[src/rtl/sti_receiver_if.sv]
// Serial-in / parallel-out bus bundle for sti_receiver: serial frame input,
// configuration strobes and the recovered word outputs.
interface sti_receiver_if;
    logic        si_data;
    logic        si_valid;
    logic [1:0]  cfg_length;
    logic        cfg_msb;
    logic        cfg_fill;
    logic        cfg_low;
    logic [15:0] po_data;
    logic        po_valid;
    logic        po_err;
    logic [7:0]  frame_cnt;

    modport master (
        output si_data, si_valid, cfg_length, cfg_msb, cfg_fill, cfg_low,
        input  po_data, po_valid, po_err, frame_cnt
    );

    modport slave (
        input  si_data, si_valid, cfg_length, cfg_msb, cfg_fill, cfg_low,
        output po_data, po_valid, po_err, frame_cnt
    );
endinterface

[src/rtl/sti_receiver.sv]
// Serial frame receiver: shifts in 8/16/24/32-bit frames and emits a 16-bit word.
// Optional frame length checking is enabled by defining STI_RECEIVER_LEN_CHECK_EN.
module sti_receiver (
    input  logic           clk,
    input  logic           reset,
    sti_receiver_if.slave  bus
);

    typedef enum logic [1:0] {
        IDLE = 2'd0,
        RECV = 2'd1,
        DONE = 2'd2
    } state_t;

    state_t      state_q, state_d;
    logic [31:0] shift_q, shift_d;
    logic [5:0]  cnt_q, cnt_d;
    logic [1:0]  len_q, len_d;
    logic        msb_q, msb_d;
    logic        fill_q, fill_d;
    logic        low_q, low_d;
    logic [15:0] po_data_q, po_data_d;
    logic        po_valid_q, po_valid_d;
    logic        po_err_q, po_err_d;
    logic [7:0]  frame_cnt_q, frame_cnt_d;

    logic [7:0]  rev8;
    logic [15:0] rev16;
    logic [23:0] rev24;
    logic [31:0] rev32;
    logic [7:0]  d8;
    logic [15:0] d16;
    logic [23:0] d24;
    logic [31:0] d32;
    logic [15:0] word;
    logic        start;

    // First received bit lands at F[N-1]; LSB-first frames need an N-bit reversal.
    always_comb begin
        rev8  = '0;
        rev16 = '0;
        rev24 = '0;
        rev32 = '0;
        for (int i = 0; i < 8; i++)  rev8[i]  = shift_q[7 - i];
        for (int i = 0; i < 16; i++) rev16[i] = shift_q[15 - i];
        for (int i = 0; i < 24; i++) rev24[i] = shift_q[23 - i];
        for (int i = 0; i < 32; i++) rev32[i] = shift_q[31 - i];
    end

    always_comb begin
        d8   = msb_q ? shift_q[7:0]  : rev8;
        d16  = msb_q ? shift_q[15:0] : rev16;
        d24  = msb_q ? shift_q[23:0] : rev24;
        d32  = msb_q ? shift_q[31:0] : rev32;
        word = '0;
        case (len_q)
            2'd0:    word = low_q  ? {d8, 8'h00} : {8'h00, d8};
            2'd1:    word = d16;
            2'd2:    word = fill_q ? d24[23:8]  : d24[15:0];
            default: word = fill_q ? d32[31:16] : d32[15:0];
        endcase
    end

`ifdef STI_RECEIVER_LEN_CHECK_EN
    logic [5:0] expBits;
    logic       lenOk;

    always_comb begin
        expBits = {({1'b0, len_q} + 3'd1), 3'b000};
        lenOk   = (cnt_q == expBits);
    end
`endif

    // A new frame may begin from IDLE or directly in the DONE cycle.
    assign start = bus.si_valid && (state_q != RECV);

    always_comb begin
        state_d     = state_q;
        shift_d     = shift_q;
        cnt_d       = cnt_q;
        len_d       = len_q;
        msb_d       = msb_q;
        fill_d      = fill_q;
        low_d       = low_q;
        po_data_d   = po_data_q;
        po_valid_d  = 1'b0;
        po_err_d    = 1'b0;
        frame_cnt_d = frame_cnt_q;

        if (start) begin
            state_d = RECV;
            shift_d = {31'd0, bus.si_data};
            cnt_d   = 6'd1;
            len_d   = bus.cfg_length;
            msb_d   = bus.cfg_msb;
            fill_d  = bus.cfg_fill;
            low_d   = bus.cfg_low;
        end else begin
            case (state_q)
                RECV: begin
                    if (bus.si_valid) begin
                        shift_d = {shift_q[30:0], bus.si_data};
                        cnt_d   = (cnt_q == 6'd33) ? cnt_q : cnt_q + 6'd1;
                    end else begin
                        state_d = DONE;
`ifdef STI_RECEIVER_LEN_CHECK_EN
                        if (!lenOk) begin
                            po_err_d = 1'b1;
                        end else begin
                            po_valid_d  = 1'b1;
                            po_data_d   = word;
                            frame_cnt_d = frame_cnt_q + 8'd1;
                        end
`else
                        po_valid_d  = 1'b1;
                        po_data_d   = word;
                        frame_cnt_d = frame_cnt_q + 8'd1;
`endif
                    end
                end
                DONE:    state_d = IDLE;
                default: state_d = IDLE;
            endcase
        end
    end

    always_ff @(posedge clk) begin
        if (reset) begin
            state_q     <= IDLE;
            shift_q     <= '0;
            cnt_q       <= '0;
            len_q       <= '0;
            msb_q       <= 1'b0;
            fill_q      <= 1'b0;
            low_q       <= 1'b0;
            po_data_q   <= '0;
            po_valid_q  <= 1'b0;
            po_err_q    <= 1'b0;
            frame_cnt_q <= '0;
        end else begin
            state_q     <= state_d;
            shift_q     <= shift_d;
            cnt_q       <= cnt_d;
            len_q       <= len_d;
            msb_q       <= msb_d;
            fill_q      <= fill_d;
            low_q       <= low_d;
            po_data_q   <= po_data_d;
            po_valid_q  <= po_valid_d;
            po_err_q    <= po_err_d;
            frame_cnt_q <= frame_cnt_d;
        end
    end

    assign bus.po_data   = po_data_q;
    assign bus.po_valid  = po_valid_q;
    assign bus.po_err    = po_err_q;
    assign bus.frame_cnt = frame_cnt_q;

endmodule

[src/flat_wrapper.sv]
// flat-port wrapper written by rule: the top's interface ports become plain ports
module sti_receiver_flat 
  (clk, reset, bus_si_data, bus_si_valid, bus_cfg_length, bus_cfg_msb, bus_cfg_fill, bus_cfg_low, bus_po_data, bus_po_valid, bus_po_err, bus_frame_cnt);
  sti_receiver_if bus_i ();
  input  logic clk;
  input  logic reset;
  input wire logic [$bits(bus_i.si_data)-1:0] bus_si_data;
  input wire logic [$bits(bus_i.si_valid)-1:0] bus_si_valid;
  input wire logic [$bits(bus_i.cfg_length)-1:0] bus_cfg_length;
  input wire logic [$bits(bus_i.cfg_msb)-1:0] bus_cfg_msb;
  input wire logic [$bits(bus_i.cfg_fill)-1:0] bus_cfg_fill;
  input wire logic [$bits(bus_i.cfg_low)-1:0] bus_cfg_low;
  output wire logic [$bits(bus_i.po_data)-1:0] bus_po_data;
  output wire logic [$bits(bus_i.po_valid)-1:0] bus_po_valid;
  output wire logic [$bits(bus_i.po_err)-1:0] bus_po_err;
  output wire logic [$bits(bus_i.frame_cnt)-1:0] bus_frame_cnt;
  assign bus_i.si_data = bus_si_data;
  assign bus_i.si_valid = bus_si_valid;
  assign bus_i.cfg_length = bus_cfg_length;
  assign bus_i.cfg_msb = bus_cfg_msb;
  assign bus_i.cfg_fill = bus_cfg_fill;
  assign bus_i.cfg_low = bus_cfg_low;
  assign bus_po_data = bus_i.po_data;
  assign bus_po_valid = bus_i.po_valid;
  assign bus_po_err = bus_i.po_err;
  assign bus_frame_cnt = bus_i.frame_cnt;
  sti_receiver u_core (.clk(clk), .reset(reset), .bus(bus_i));
endmodule
[config.mk]
export PLATFORM = sky130hd
export DESIGN_NAME = sti_receiver_flat
export DESIGN_NICKNAME = d
export VERILOG_FILES = /design/src/rtl/sti_receiver_if.sv /design/src/rtl/sti_receiver.sv /design/src/flat_wrapper.sv
export SDC_FILE = /design/constraint.sdc
export NUM_CORES = 1
export LEC_CHECK = 0
export ABC_AREA = 1
export CAP_MARGIN = 20
export CORE_ASPECT_RATIO = 0.5
export CORE_MARGIN = 2
export CORE_UTILIZATION = 60
export CTS_BUF_LIST = sky130_fd_sc_hd__clkbuf_2
export DETAILED_ROUTE_END_ITERATION = 8
export GPL_TIMING_DRIVEN = 0
export HOLD_SLACK_MARGIN = 0.02
export PLACE_DENSITY = 0.94
export SETUP_SLACK_MARGIN = 0.05
export SYNTH_ARGS = -nofsm -noshare
export SYNTH_HDL_FRONTEND = slang
export SYNTH_SLANG_ARGS = --single-unit
[constraint.sdc]
create_clock -name clk -period 1.7 [get_ports clk]
set_input_delay 0.34 -clock clk [delete_from_list [all_inputs] [get_ports clk]]
set_output_delay 0.34 -clock clk [all_outputs]
set_load 0.05 [all_outputs]
After elaboration in Yosys (flattened, before gate mapping)
Index checks and enable logic that the tools add are counted.

Bits in registers: 64. Input bits: 9. Word-level logic and storage cells: 44.

Add/sub/neg operators: 1. Equality and inequality tests: 5. Multiplexer cells: 15. Bitwise operators: 3. Reductions and logical operators: 9.

Operator list (number): $mux W16 (4); $pmux W16 S3 (1); $mux W32 (1); $mux W24 (1); $add A8 B1 Y8 const B (1); $mux W8 (1); $mux W1 (7); $eq A2 B1 Y1 const B (2); $reduce_and A2 Y1 (2); $reduce_bool A2 Y1 (2); $ne A3 B2 Y1 const B (1); $not A1 Y1 (3); $reduce_and A3 Y1 (1); $reduce_or A3 Y1 (1); $eq A2 B2 Y1 const B (1); $logic_not A2 Y1 (1); $ne A2 B1 Y1 const B (1); $reduce_or A2 Y1 (1); $logic_and A1 B1 Y1 (1).

Logic depth before layout (Yosys ltp)
Gate-level depths: netlist of the first run.

Word-level depth: 4. Gate-level depth with buffers: 11.

Least setup slack after synthesis of the first run
OpenSTA, ideal clock, no wires.

Path kind: register -> register. From: register u_core.frame_cnt_q[0] (netlist: u_core.bus.frame_cnt[0]). To: register u_core.frame_cnt_q[4] (netlist: u_core.bus.frame_cnt[4]). Setup time: 117 ps. Data arrival time: 1346 ps. Data required time: 1583 ps. Slack: 237 ps. Stages on the path, launching flop included: 7. Clock period less this slack: 1463 ps. Path through: dfxtp_1 ha_1 inv_1 nor2_1 nand3_1 nand2_1 nor2_1.

Cells in the longest elaborated chain, start to end: 1.

RTL lines: from (decl) (RTL line sti_receiver.sv:25) `logic [7:0] frame_cnt_q, frame_cnt_d;`; from (signal assigned) (RTL line sti_receiver.sv:151) `frame_cnt_q <= frame_cnt_d;`; $add A8 B1 Y8 (RTL line sti_receiver.sv:117) `frame_cnt_d = frame_cnt_q + 8'd1;`.

Every way passes these cells. A chain may end at the register's enable or synchronous reset.

Worst setup path in the final report of the first run
From: register u_core.po_data_q[15] (netlist: u_core.bus.po_data[15]). To: output bus_po_data[15].

RTL lines: from (decl) (RTL line sti_receiver.sv:22) `logic [15:0] po_data_q, po_data_d;`; from (signal assigned) (RTL line sti_receiver.sv:148) `po_data_q <= po_data_d;`; to (decl) (RTL line flat_wrapper.sv:13) `output wire logic [$bits(bus_i.po_data)-1:0] bus_po_data;`.

No word-level cell between the ends.

==> impl_metrics.py, run 1 <==
metrics = {
    "sta": {
        "skew_ps": 18.08,
        "finalSetupTns_ps": 0,
        "final.setup.worst_slack_ps": 92.76,
        "period_needed_ps": 1607,
        "max_freq_mhz": 622.2,
        "hold_viol_final": 0,
        "max-slew-margin-rel_pct": 65.17,
        "final-setup-viol-count": 0,
        "finalCritPeriodShare_pct": 94.54,
        "finalMaxSlewViolations": 0,
        "rsz0062_at_grt": "false",
        "tightest_slew_ps": 521.9,
    },
    "placement": {
        "dp.cells": 734,
        "place_congestion": 1.012,
        "port_buffers": 32,
        "dpl_worst_slack_ps": -339.7,
        "dpl.hpwl_um": 8758,
    },
    "logic_synthesis": {
        "yosysTopAreaCell": "dfxtp_1",
        "ys_top_cells_by_area": "dfxtp_1, nand2_1, nand3_1, a21oi_1, nand4_1",
        "synthCells": 614,
        "synth_warnings": 0,
        "yosysSeqAreaShare_pct": 34.42,
        "synthFlopType": "dfxtp_1",
        "yosysMostFrequentCell": "nand2_1",
        "synth_edf_count": 0,
        "synth_common_cells": "nand2_1, nand3_1, dfxtp_1",
        "async_flop_share_pct": 0,
        "synth.top_cell.area_share_pct": 34.42,
        "ys_types": 20,
        "syn_area_per_cell_um2": 6.062,
        "ys_seq_elements": 64,
        "synth_nets": 624,
        "syn_area_um2": 3722,
    },
    "drt": {
        "drt_iter0_drc": 679,
        "finalWirelength_um": 12210,
        "vias": 4365,
        "ant_nets": 0,
        "first_pass_iters": 6,
        "viasPerCell": 5.812,
        "wl_per_cell_um": 16.26,
        "drcViolationCount": 0,
    },
    "setup_path": {
        "critPathBufInv": 1,
        "crit_family": "buffers and inverters",
        "ff2ff_setup_slack_ps": 150,
        "critPathKind": "flop to output pin",
        "critPathSlowestCell": "clkdlybuf4s15_2",
        "r2r-start": "u_core.state_q[0]",
        "critPathCaptureType": "output pin",
        "reg2reg_to": "u_core.bus.po_data[9]",
        "max_stage_delay_ps": 370,
        "worstRegToRegCells": 7,
        "worstPathRequired_ps": 1360,
        "cp.arrival_ps": 1270,
        "path_cells": "clkdlybuf4s15_2",
        "path_max_fanout": 2,
        "crit_path_start_kind": "flop",
    },
    "hold_path": {
        "min-delay-path-class": "input port to flop",
        "hp-start": "bus_si_valid",
        "whs_endpoint": "u_core.state_q[0]",
        "hold_path_depth": 3,
    },
    "final_layout": {
        "layout-drive-gt1-share_pct": 12.08,
        "num-fill-cells": 578,
        "fin_cells": 751,
        "regArea_um2": 1284,
        "area_delta_synth_final_pct": 11.56,
        "final_net_count": 667,
        "multi_input_area_um2": 2131,
    },
    "pwr": {
        "swShare_pct": 34.80,
        "total_power_w": 0.002854,
        "clkPwrFrac_pct": 25.9,
        "seq_power_share_pct": 54.6,
        "peakVddDrop_v": 0.0005264,
        "leakagePower_nw": 1.877,
        "combPwrFrac_pct": 19.5,
        "pwr_density_cell_nw_per_um2": 687.2,
        "power.internal_w": 0.001860,
        "switching_power_w": 0.0009931,
    },
    "clocking": {
        "path_clk_slew_ps": 180,
        "cts_sinks": 64,
        "cts_tree": "done",
        "clkLatencyLatePin_ps": 530,
        "cts_root_buf": "clkbuf_2",
        "htree_levels": 3,
        "cts_buffers": 9,
        "cts_buffer_depth": 2,
        "cts_setup_buffers": 0,
    },
    "grt": {
        "antenna_found_initial": 1,
        "grt_max_degree": 12,
        "grt_pass1_vias": 3745,
        "groute.usage.overall_pct": 37.03,
        "grt_overflow_total": 0,
        "grt_pass1_wl_um": 18860,
    },
    "floorplan": {
        "start_util_pct": 61.72,
        "rows": 20,
        "io_pins": 35,
        "die_area_um2": 6888,
        "core_area_um2": 6031,
        "dieHeight_um": 59.70,
        "die_w_um": 115.4,
    },
    "flow_run": {
        "maxCapViolations": 0,
    },
    "run_status": {
        "status": "complete, no violations",
    },
}
sequential cells by signal (all words and copies together) (netlist names):
signal,count
u_core.msb_q,1
u_core.state_q,2
u_core.low_q,1
u_core.fill_q,1
u_core.bus.po_valid,1
u_core.bus.po_data,16
u_core.len_q,2
u_core.shift_q,32
u_core.bus.frame_cnt,8
how the worst max path moves through the flow:
stage	start	cells after the start	slack (ps)	end
after CTS	u_core.bus.frame_cnt[2]	1	50	bus_frame_cnt[2]
after global placement	reset	5	-310	u_core.bus.po_data[13]
final	u_core.bus.po_data[15]	1	90	bus_po_data[15]
after detailed placement	reset	5	-340	u_core.bus.po_data[13]
after floorplan	u_core.bus.frame_cnt[0]	6	240	u_core.bus.frame_cnt[4]
after global routing	u_core.bus.frame_cnt[3]	1	50	bus_frame_cnt[3]
cells in the final DEF (no fill, tap or decap), drive strengths merged:
master         instances
dfxtp                 64
nor2                  51
ha                     1
diode                  1
nand3b                 2
buf                   40
clkbuf                33
nand3                101
conb                   1
clkdlybuf4s50          7
o21ai                 24
nand2                226
clkinvlp               3
a21oi                 41
clkinv                 4
clkdlybuf4s15          2
nand4                 31
inv                   31
logic make-up (layout without fill, tap and decap cells):
logic type | after synthesis | count (layout) | share of synthesized area (%)
and+or+nand+nor | 411 | 411 | 48.00
buffers and inverters | 72 | 120 | 8.404
AOI/OAI and AO/OA | 65 | 65 | 8.740
DFF | 64 | 64 | 34.42
adders and majority gates | 1 | 1 | 0.3361
other | 1 | 2 | 0.1007
cell type report:
class | instances | share of cell area [%]
clock buffer | 9 | 1.085
sequential | 64 | 30.91
multi-input combinational | 478 | 51.31
clock inverter | 7 | 0.9340
timing repair buffer | 32 | 5.363
inverter | 31 | 2.862
buffer | 41 | 4.821
tap | 88 | 2.651
antenna | 1 | 0.06026
per-layer routing:
layer  up-vias  wire length (µm)  GRT usage [%]
met2       293              5092          55.22
met4         0               243          12.74
met5         -                 0              0
li1       2109                 -              -
met3        28              1894          14.71
met1      1935              4984          49.18
metrics by stage:
step	hold slack [ps]	instance area, µm²	util, %
after floorplan	409.1	3722	-
after global placement	479.5	4153	68.86
after detailed placement	486.5	4153	68.86
after CTS	109.1	4214	69.88
after global routing	113.8	4153	68.86
final	146.8	4153	68.86
power by group through the flow:
| stage | combinational, W | sequential [W] | clock, W |
|---|---|---|---|
| 5_1_grt | 0.000595 | 0.00156 | 0.000816 |
| 3_5_place_dp | 0.000552 | 0.00159 | 0 |
| 3_3_place_gp | 0.000547 | 0.00159 | 0 |
| 4_1_cts | 0.000547 | 0.00156 | 0.000753 |
| 2_1_floorplan | 0.000310 | 0.00166 | 0 |
| 6_report | 0.000555 | 0.00156 | 0.000739 |
what timing repair did:
| item | 4_1_cts | 5_1_grt |
|---|---|---|
| resized for setup | 94 | 44 |
| hold buffers | 0 | 0 |
| setup endpoints to repair | 25 | 33 |
| pin swaps | 0 | 0 |
(Power assumes the default switching activity.)
==> inputs of run 2 (changes only) <==
- CAP_MARGIN: 20 -> 30
- CORE_UTILIZATION: 60 -> 58
- CTS_BUF_LIST: sky130_fd_sc_hd__clkbuf_2 -> sky130_fd_sc_hd__clkbuf_16
- PLACE_DENSITY: 0.94 -> 0.92
==> run 2 against run 1 <==
Compared with the run above: clock-buffer cell count stayed put; combinational power is 3% higher; final cell count is 0.13% lower; hold slack better by 210 ps; critical path depth stayed put; via count is 4.2% higher; sequential power hardly changed; highest routed layer unchanged.
==> impl_metrics.py, run 2 (synthesized netlist as in run 1, its figures left out) <==
metrics = {
    "sta": {
        "max-slew-margin-rel_pct": 63.61,
        "max_freq_mhz": 617.7,
        "finalSetupTns_ps": 0,
        "finalMaxSlewViolations": 0,
        "hold_viol_final": 0,
        "final-setup-viol-count": 0,
        "finalCritPeriodShare_pct": 95.23,
        "skew_ps": 8.477,
        "period_needed_ps": 1619,
        "rsz0062_at_grt": "false",
        "whs_ps": 359.7,
        "tightest_slew_ps": 545.2,
        "final.setup.worst_slack_ps": 81.10,
    },
    "floorplan": {
        "core_area_um2": 6131,
        "rows": 20,
        "io_pins": 35,
        "start_util_pct": 60.71,
        "dieHeight_um": 60.65,
        "die_area_um2": 7113,
        "die_w_um": 117.3,
    },
    "setup_path": {
        "path_cells": "clkdlybuf4s15_1",
        "max_stage_delay_ps": 530,
        "crit_family": "buffers and inverters",
        "worstPathRequired_ps": 1360,
        "r2r-start": "u_core.state_q[0]",
        "crit_cells": 1,
        "critPathCaptureType": "output pin",
        "crit_end": "bus_frame_cnt[0]",
        "ff2ff_setup_slack_ps": 130,
        "crit_path_start_kind": "flop",
        "crit_path_start": "u_core.bus.frame_cnt[0]",
        "cp.arrival_ps": 1280,
        "path_max_fanout": 5,
        "critPathSlowestCell": "clkdlybuf4s15_1",
        "critPathBufInv": 1,
        "reg2reg_to": "u_core.bus.po_data[9]",
        "worstRegToRegCells": 7,
        "critPathKind": "flop to output pin",
    },
    "placement": {
        "dp.cells": 734,
        "dpl_worst_slack_ps": -431.0,
        "place_congestion": 1.013,
        "port_buffers": 32,
        "dpl.hpwl_um": 9108,
    },
    "pwr": {
        "peakVddDrop_v": 0.0008133,
        "pwr_density_cell_nw_per_um2": 916.9,
        "total_power_w": 0.004072,
        "leakagePower_nw": 2.052,
    },
    "clocking": {
        "cts_buffers": 9,
        "ctsHoldBuffers": 0,
        "cts_tree": "done",
        "path_clk_slew_ps": 60,
        "clkLatencyLatePin_ps": 340,
        "cts_sinks": 64,
        "htree_levels": 3,
        "cts_buffer_depth": 2,
        "cts_root_buf": "clkbuf_16",
    },
    "final_layout": {
        "multi_input_area_um2": 2136,
        "final_common_cell": "nand2_1",
        "largest-register": "u_core.shift_q",
        "diodes": 0,
        "fin_cells": 750,
        "layout-drive-gt1-share_pct": 9.517,
        "final_net_count": 667,
        "regArea_um2": 1281,
        "final_cell_mix": "nand2_1, nand3_1, dfxtp_1, nor2_1, a21oi_1",
        "num-fill-cells": 532,
        "area_delta_synth_final_pct": 19.33,
        "largest_reg_flops": 32,
    },
    "grt": {
        "grt_pass1_wl_um": 20860,
        "grt_max_degree": 12,
        "groute.usage.overall_pct": 40.32,
        "grt_pass1_vias": 4054,
        "antenna_found_initial": 0,
        "grt_overflow_total": 0,
    },
    "drt": {
        "ant_nets": 0,
        "drcViolationCount": 0,
        "drt_iter0_drc": 618,
        "vias": 4550,
        "first_pass_iters": 9,
        "finalWirelength_um": 13770,
        "wl_per_cell_um": 18.35,
        "viasPerCell": 6.067,
    },
    "run_status": {
        "status": "complete, no violations",
    },
    "hold_path": {
        "min-delay-path-class": "input port to flop",
        "hp-start": "bus_si_valid",
    },
    "flow_run": {
        "maxCapViolations": 0,
    },
}
run 2: what timing repair did:
action / 4_1_cts / 5_1_grt
buffers inserted: 0 / 0
setup endpoints to repair: 65 / 32
resized for setup: 30 / 19
run 2: metal layers:
metal / global-route usage, % / vias up / share of wire (%)
met5: 0 / - / 0
met4: 16.30 / 0 / 2.0
met2: 60.18 / 346 / 42
li1: - / 2109 / -
met1: 53.90 / 2062 / 41
met3: 14.39 / 33 / 14
run 2: worst min path at each step:
stage / end / slack (ps) / cells after the start
after global routing: u_core.state_q[0] / 360 / 3
after global placement: u_core.bus.frame_cnt[7] / 490 / 2
after detailed placement: u_core.low_q / 490 / 2
after floorplan: u_core.bus.frame_cnt[1] / 410 / 1
after CTS: u_core.state_q[0] / 350 / 3
final: u_core.state_q[0] / 360 / 3
run 2: power by group:
group          internal (W)  leakage, nW  switching (W)
clock               0.00127        0.152       0.000674
sequential          0.00154        0.519      0.0000214
combinational      0.000157         1.38       0.000416
total               0.00296         2.05        0.00111
run 2: per-stage QoR:
stage                     cell area (µm²)  util [%]
final                                4442     72.45
after global routing                 4442     72.45
after CTS                            4442     72.45
after detailed placement             4153     67.73
after global placement               4153     67.73
after floorplan                      3722         -
run 2: area by class of cell:
type / instances / share of cell area, %
Inverter: 31 / 2.676
Buffer: 41 / 4.620
Tap cell: 88 / 2.479
Clock inverter: 7 / 1.972
Timing Repair Buffer: 32 / 6.254
Sequential cell: 64 / 28.85
Clock buffer: 9 / 5.070
Multi-Input combinational cell: 478 / 48.08
run 2: worst min-delay path, delay by kind of cell:
| family | cells | cell delay [ps] |
|---|---|---|
| simple gates | 1 | 40 |
| buf+inv | 2 | 270 |
